==> config.mk <==
export PLATFORM = sky130hd
export DESIGN_NAME = uart_rx_fifo
export DESIGN_NICKNAME = d
export VERILOG_FILES = /design/src/rtl/uart_rx_fifo.sv
export SDC_FILE = /design/constraint.sdc
export NUM_CORES = 1
export LEC_CHECK = 0
export BUFFER_PORTS_ARGS = -buffer_cell sky130_fd_sc_hd__buf_4
export CAP_MARGIN = 20
export CELL_PAD_IN_SITES_DETAIL_PLACEMENT = 2
export CELL_PAD_IN_SITES_GLOBAL_PLACEMENT = 2
export CORE_AREA = 2 2 163 245
export CTS_CLUSTER_DIAMETER = 120
export DETAILED_ROUTE_END_ITERATION = 7
export DIE_AREA = 0 0 165 247
export HOLD_SLACK_MARGIN = 0.03
export PLACE_DENSITY_LB_ADDON = 0.15
export SLEW_MARGIN = 20
export SYNTH_ARGS = -nofsm -noshare
export SYNTH_HDL_FRONTEND = slang
export SYNTH_SLANG_ARGS = --single-unit
==> constraint.sdc <==
create_clock -name clk -period 4.6 [get_ports clk]
set_input_delay 0.92 -clock clk [delete_from_list [all_inputs] [get_ports clk]]
set_output_delay 0.92 -clock clk [all_outputs]
set_load 0.005 [all_outputs]
==> src/rtl/uart_rx_fifo.sv <==
// UART receiver with oversampled majority-vote bit recovery, break detection and a show-ahead RX FIFO.
// States: IDLE wait start edge | START check start bit | DATA shift bits | PARITY check | STOP check/push | BRK_WAIT wait line high
module uart_rx_fifo #(
  parameter int OVERSAMPLE = 16,
  parameter int FIFO_DEPTH = 16,
  parameter int DIV_W      = 16
) (
  input  logic                        clk,
  input  logic                        rst_n,
  input  logic                        rx_en_i,
  input  logic [1:0]                  parity_i,
  input  logic [2:0]                  data_bits_i,
  input  logic                        stop_bits_i,
  input  logic [DIV_W-1:0]            baud_div_i,
  input  logic                        rx_i,
  input  logic                        rd_en_i,
  output logic [11:0]                 rd_data_o,
  output logic                        rd_valid_o,
  output logic [$clog2(FIFO_DEPTH):0] fifo_count_o,
  output logic                        overrun_o,
  input  logic                        overrun_clr_i,
  output logic                        break_det_o,
  output logic                        rx_idle_o
);

  localparam int AW = $clog2(FIFO_DEPTH);
  localparam int SW = $clog2(OVERSAMPLE);
  localparam logic [SW-1:0] S_FIRST = SW'(OVERSAMPLE/2 - 1);
  localparam logic [SW-1:0] S_LAST  = SW'(OVERSAMPLE/2 + 1);
  localparam logic [SW-1:0] S_RES   = SW'(OVERSAMPLE/2 + 2);
  localparam logic [SW-1:0] S_END   = SW'(OVERSAMPLE - 1);
  localparam logic [AW:0]   FULL_CNT = (AW+1)'(FIFO_DEPTH);

  typedef enum logic [2:0] {IDLE, START, DATA, PARITY, STOP, BRK_WAIT} state_e;

  state_e            state_q, state_d;
  logic              sync1_q, sync2_q, dly_q, line, fall, start_edge;
  logic [DIV_W-1:0]  tcnt_q, div_m1;
  logic              tick, resolve, bit_v;
  logic [SW-1:0]     samp_q;
  logic [2:0]        smp_q;
  logic [3:0]        nbits_q, bit_cnt_q;
  logic              par_en_q, par_odd_q, two_stop_q, stop_cnt_q;
  logic [8:0]        data_q;
  logic              par_acc_q, perr_q, ferr_q, zero_q;
  logic              push, brk, last_data;
  logic [11:0]       push_data;

  // Line is forced idle while disabled so a frame in flight runs out on 1s.
  assign line = sync2_q | ~rx_en_i;
  assign fall = dly_q & ~line;
  assign start_edge = (state_q == IDLE) && fall;

  always_ff @(posedge clk or negedge rst_n) begin
    if (!rst_n) begin
      sync1_q <= 1'b1;
      sync2_q <= 1'b1;
      dly_q   <= 1'b1;
    end else begin
      sync1_q <= rx_i;
      sync2_q <= sync1_q;
      dly_q   <= line;
    end
  end

  assign div_m1 = (baud_div_i == '0) ? '0 : baud_div_i - 1'b1;
  assign tick   = (tcnt_q == '0);

  always_ff @(posedge clk or negedge rst_n) begin
    if (!rst_n) begin
      tcnt_q <= '0;
      samp_q <= '0;
      smp_q  <= '0;
    end else begin
      if (start_edge || tick) tcnt_q <= div_m1;
      else                    tcnt_q <= tcnt_q - 1'b1;
      if (state_q == IDLE) samp_q <= '0;
      else if (tick)       samp_q <= (samp_q == S_END) ? '0 : samp_q + 1'b1;
      if (tick && state_q != IDLE && samp_q >= S_FIRST && samp_q <= S_LAST)
        smp_q <= {smp_q[1:0], line};
    end
  end

  assign bit_v   = (smp_q[0] & smp_q[1]) | (smp_q[0] & smp_q[2]) | (smp_q[1] & smp_q[2]);
  assign resolve = tick && (state_q != IDLE) && (samp_q == S_RES);
  assign last_data = (bit_cnt_q == nbits_q - 4'd1);

  always_comb begin
    state_d = state_q;
    push    = 1'b0;
    brk     = 1'b0;
    case (state_q)
      IDLE:     if (fall) state_d = START;
      START:    if (resolve) state_d = bit_v ? IDLE : DATA;
      DATA:     if (resolve && last_data) state_d = par_en_q ? PARITY : STOP;
      PARITY:   if (resolve) state_d = STOP;
      STOP: begin
        if (resolve && (stop_cnt_q || !two_stop_q)) begin
          push    = 1'b1;
          brk     = zero_q & ~bit_v;
          state_d = brk ? BRK_WAIT : IDLE;
        end
      end
      BRK_WAIT: if (line) state_d = IDLE;
      default:  state_d = IDLE;
    endcase
  end

  always_ff @(posedge clk or negedge rst_n) begin
    if (!rst_n) state_q <= IDLE;
    else        state_q <= state_d;
  end

  always_ff @(posedge clk or negedge rst_n) begin
    if (!rst_n) begin
      nbits_q    <= 4'd8;
      par_en_q   <= 1'b0;
      par_odd_q  <= 1'b0;
      two_stop_q <= 1'b0;
      bit_cnt_q  <= '0;
      stop_cnt_q <= 1'b0;
      data_q     <= '0;
      par_acc_q  <= 1'b0;
      perr_q     <= 1'b0;
      ferr_q     <= 1'b0;
      zero_q     <= 1'b1;
    end else if (start_edge) begin
      nbits_q    <= (data_bits_i > 3'd4) ? 4'd8 : 4'(data_bits_i) + 4'd5;
      par_en_q   <= (parity_i == 2'b01) || (parity_i == 2'b10);
      par_odd_q  <= (parity_i == 2'b01);
      two_stop_q <= stop_bits_i;
      bit_cnt_q  <= '0;
      stop_cnt_q <= 1'b0;
      data_q     <= '0;
      par_acc_q  <= 1'b0;
      perr_q     <= 1'b0;
      ferr_q     <= 1'b0;
      zero_q     <= 1'b1;
    end else if (resolve) begin
      case (state_q)
        DATA: begin
          data_q[bit_cnt_q] <= bit_v;
          bit_cnt_q         <= bit_cnt_q + 4'd1;
          par_acc_q         <= par_acc_q ^ bit_v;
          if (bit_v) zero_q <= 1'b0;
        end
        PARITY: begin
          perr_q <= bit_v != (par_acc_q ^ par_odd_q);
          if (bit_v) zero_q <= 1'b0;
        end
        STOP: begin
          stop_cnt_q <= 1'b1;
          if (!bit_v) ferr_q <= 1'b1;
          else        zero_q <= 1'b0;
        end
        default: ;
      endcase
    end
  end

  // The final stop bit is folded in combinationally so the push lands in its resolve cycle.
  assign push_data   = brk ? 12'hC00 : {1'b0, ferr_q | ~bit_v, perr_q, data_q};
  assign break_det_o = brk;
  assign rx_idle_o   = (state_q == IDLE);

  logic [11:0]   mem_q [FIFO_DEPTH];
  logic [AW-1:0] wr_ptr_q, rd_ptr_q;
  logic [AW:0]   cnt_q;
  logic          pop, full, wr, ovr_q;

  assign full = (cnt_q == FULL_CNT);
  assign pop  = rd_en_i && (cnt_q != '0);
  assign wr   = push && (!full || pop);

  always_ff @(posedge clk) begin
    if (wr) mem_q[wr_ptr_q] <= push_data;
  end

  always_ff @(posedge clk or negedge rst_n) begin
    if (!rst_n) begin
      wr_ptr_q <= '0;
      rd_ptr_q <= '0;
      cnt_q    <= '0;
      ovr_q    <= 1'b0;
    end else begin
      if (wr)  wr_ptr_q <= wr_ptr_q + 1'b1;
      if (pop) rd_ptr_q <= rd_ptr_q + 1'b1;
      case ({wr, pop})
        2'b10:   cnt_q <= cnt_q + 1'b1;
        2'b01:   cnt_q <= cnt_q - 1'b1;
        default: cnt_q <= cnt_q;
      endcase
      if (push && full && !pop) ovr_q <= 1'b1;
      else if (overrun_clr_i)   ovr_q <= 1'b0;
    end
  end

  assign rd_valid_o   = (cnt_q != '0);
  assign rd_data_o    = rd_valid_o ? mem_q[rd_ptr_q] : 12'h000;
  assign fifo_count_o = cnt_q;
  assign overrun_o    = ovr_q;

endmodule
==> reports/metrics.csv <==
stage,metric,value,unit
synthesis,syn-cell-area,11500,sq um
routing,ant_nets,0,
timing,max_slew_margin,0.353,
power_and_ir_drop,max-vdd-ir-drop,266,uV
synthesis,ys_async_sr_fraction,0.262,
die,chipHeight,247,microns
global_route,grt_pass1_vias,7525,
worst_setup_path,path_max_fanout,15,
min_path,holdCritPathClass,reg2reg,
timing,drv_slew,0,
clock_network,tritoncts,done,
worst_setup_path,r2r_start,samp_q[0],
cells_and_area,fin_nets,858,
worst_setup_path,rrSetupSlack,1020,ps
worst_setup_path,cpPeakStageDelay,710,ps
worst_setup_path,path_buf_inv,2,
timing,fin_crit_sh,0.850,
global_route,antenna_found_initial,0,
worst_setup_path,critPathTopFamily,multiplexers,
synthesis,seq_area_frac_synth,0.653,
routing,dr.first_iter.drc_count,260,
synthesis,yosys_warnings,0,
clock_network,clockRootBuffer,clkbuf_16,
global_route,grt_max_degree,69,
timing,whs,355,ps
global_route,grt_pass1_wl,46.2,mm
flow_run,drv_cap,0,
status,status,"finished, final reports clean",
clock_network,cts_buffers,27,
worst_setup_path,critPathSlowestCell,dfrtp_2,
min_path,hold_path.startpoint,sync1_q,
synthesis,synth_edf_count,192,
clock_network,clock_latency,540,ps
worst_setup_path,worst_ep_required_time,3680,ps
worst_setup_path,rr_worst_depth,9,
worst_setup_path,cp-start-kind,register,
clock_network,postCtsResizedCells,0,
synthesis,synth_top_area_frac,0.503,
cells_and_area,insertedDiodeCount,0,
synthesis,synth.area.top_cells,"edfxtp_1, dfrtp_1, mux4_2",
worst_setup_path,crit_chain,buf_4 -> mux4_2 -> mux4_2 -> and2_1 -> buf_4,
clock_network,ctsHtreeMaxLevel,1,
timing,tightest_slew,970,ps
min_path,min_path_cells,0,
worst_setup_path,critical_path_class,reg2out,
timing,finalClockSkew,13.9,ps
die,core-area,38900,sq um
synthesis,synth_area_per_cell,15.7,sq um
synthesis,synth_top_cell_by_area,edfxtp_1,
timing,max_freq,256,MHz
timing,setup_tns,0,ps
die,io_pins,49,
clock_network,cts_hold_buf,0,
die,die_area,40800,sq um
synthesis,syn-num-nets,783,
worst_setup_path,crit_arrival,2990,ps
routing,vias_per_cell,4.87,
worst_setup_path,end_kind,primary output,
timing,setup_viol,0,
clock_network,clk_pin_slew_worst_paths,60,ps
min_path,min_to,sync2_q,
cells_and_area,syn_to_final_growth,18.7,%
die,placementRows,89,
global_route,grt_usage,0.153,
power_and_ir_drop,power_density,445,nW/um^2
cells_and_area,drive_gt1_frac,0.265,
synthesis,synth_commonest_cells,"edfxtp_1, dfrtp_1, mux4_2, nand2_1, xnor2_1",
worst_setup_path,r2r_end,mem_q[14][5],
routing,wl,30.0,mm
routing,vias,6454,
placed_design,dp_hpwl,21.1,mm
synthesis,synthCells,731,
routing,drc,0,
timing,hold_viol,0,
placed_design,port_buffers,48,
die,die_w,165,microns
clock_network,cts_buffer_depth,3,
timing,layout_min_cycle_time,3910,ps
routing,routed_wire_length_per_instance,22.6,microns
clock_network,cts_setup_buffers,0,
die,start_util,0.295,
clock_network,cts_sinks,260,
timing,rsz0062_at_grt,no,
power_and_ir_drop,p_total,6.05,mW
synthesis,synth_cell_type_count,51,
synthesis,ys_seq_elements,260,
synthesis,yosysMostFrequentCell,edfxtp_1,
routing,drt-pass1-iter-count,4,
power_and_ir_drop,p_leak,5.02,nW
placed_design,gp_congestion,0.752,
global_route,overflow,0,
synthesis,synth_ff_type,edfxtp_1,
cells in the final DEF, fill, tap and decap left out, types with 16 or more instances in the layout:
master     count
ha_1          23
nand2_1       43
o21ai_0       21
dfrtp_1       60
edfxtp_1     192
nor2_1        33
and2_1        20
mux4_2        60
inv_1         27
clkbuf_16     27
nand3_1       16
xnor2_1       36
buf_4         74
layer usage:
layer / track usage / part of all wire / vias to the layer above / wire length, microns
li1: - / - / 2926 / -
met1: 0.162 / 0.36 / 3392 / 10900
met2: 0.307 / 0.58 / 103 / 17500
met3: 0.0215 / 0.031 / 33 / 919
met4: 0.0422 / 0.022 / 0 / 667
met5: 0 / 0 / - / 0
power breakdown:
part,internal [mW],switching [mW],total [mW]
registers,2.59,0.278,2.87
clock network,1.45,0.924,2.37
logic,0.453,0.364,0.817
total,4.49,1.57,6.05
layout make-up:
class | count | area [sq um]
fillers | 3882 | 25300
well taps | 500 | 626
inverters | 27 | 101
flip-flops and latches | 260 | 7480
clock inverters | 14 | 229
multi-input cells | 413 | 3820
clock buffers | 34 | 722
repair buffers | 77 | 616
through the flow:
step	worst slack [ps]	cells	cell area [sq um]	utilization
2_1_floorplan	1340	731	11500	-
3_3_place_gp	972	1277	12600	0.325
3_5_place_dp	919	1277	12600	0.325
4_1_cts	587	1325	13600	0.349
5_1_grt	480	1325	13600	0.350
6_report	688	1325	13600	0.350
flip-flops by register name, indices dropped and copies added, names as in the netlist, 3 cells and up:
| register | flops |
|---|---|
| mem_q | 192 |
| tcnt_q | 16 |
| data_q | 9 |
| fifo_count_o | 5 |
| bit_cnt_q | 4 |
| nbits_q | 4 |
| rd_ptr_q | 4 |
| samp_q | 4 |
| wr_ptr_q | 4 |
| smp_q | 3 |
| state_q | 3 |
cells by family (layout without fill, tap and decap cells):
logic type	count (synthesis)	in the layout	share of synthesized area
buffers and inverters	58	152	0.0200
DFF	260	260	0.653
adders and majority gates	25	25	0.0278
and+or+nand+nor	201	201	0.0975
AOI/OAI and AO/OA	65	65	0.0342
muxes	74	74	0.131
xor gates and xnor gates	48	48	0.0367
worst register-to-register path, delay by kind of cell, from the launching register on:
family                     cells  cell delay [ps]
adders and majority gates      1              180
buffers and inverters          2              450
DFF                            1              440
and+or+nand+nor                6             2230
worst max-delay path by stage:
stage                            endpoint            start  slack, ps  depth (start not counted)
final                        rd_data_o[5]      rd_ptr_q[0]        690                          5
after CTS                    rd_data_o[5]      rd_ptr_q[0]        590                          5
after floorplan               mem_q[3][0]        tcnt_q[0]       1340                          7
after detailed placement     mem_q[14][2]        samp_q[0]        920                          9
after global routing         rd_data_o[5]      rd_ptr_q[0]        480                          5
after global placement    fifo_count_o[4]  fifo_count_o[0]        970                         11
Note: power is estimated with default switching activity, not from simulation.
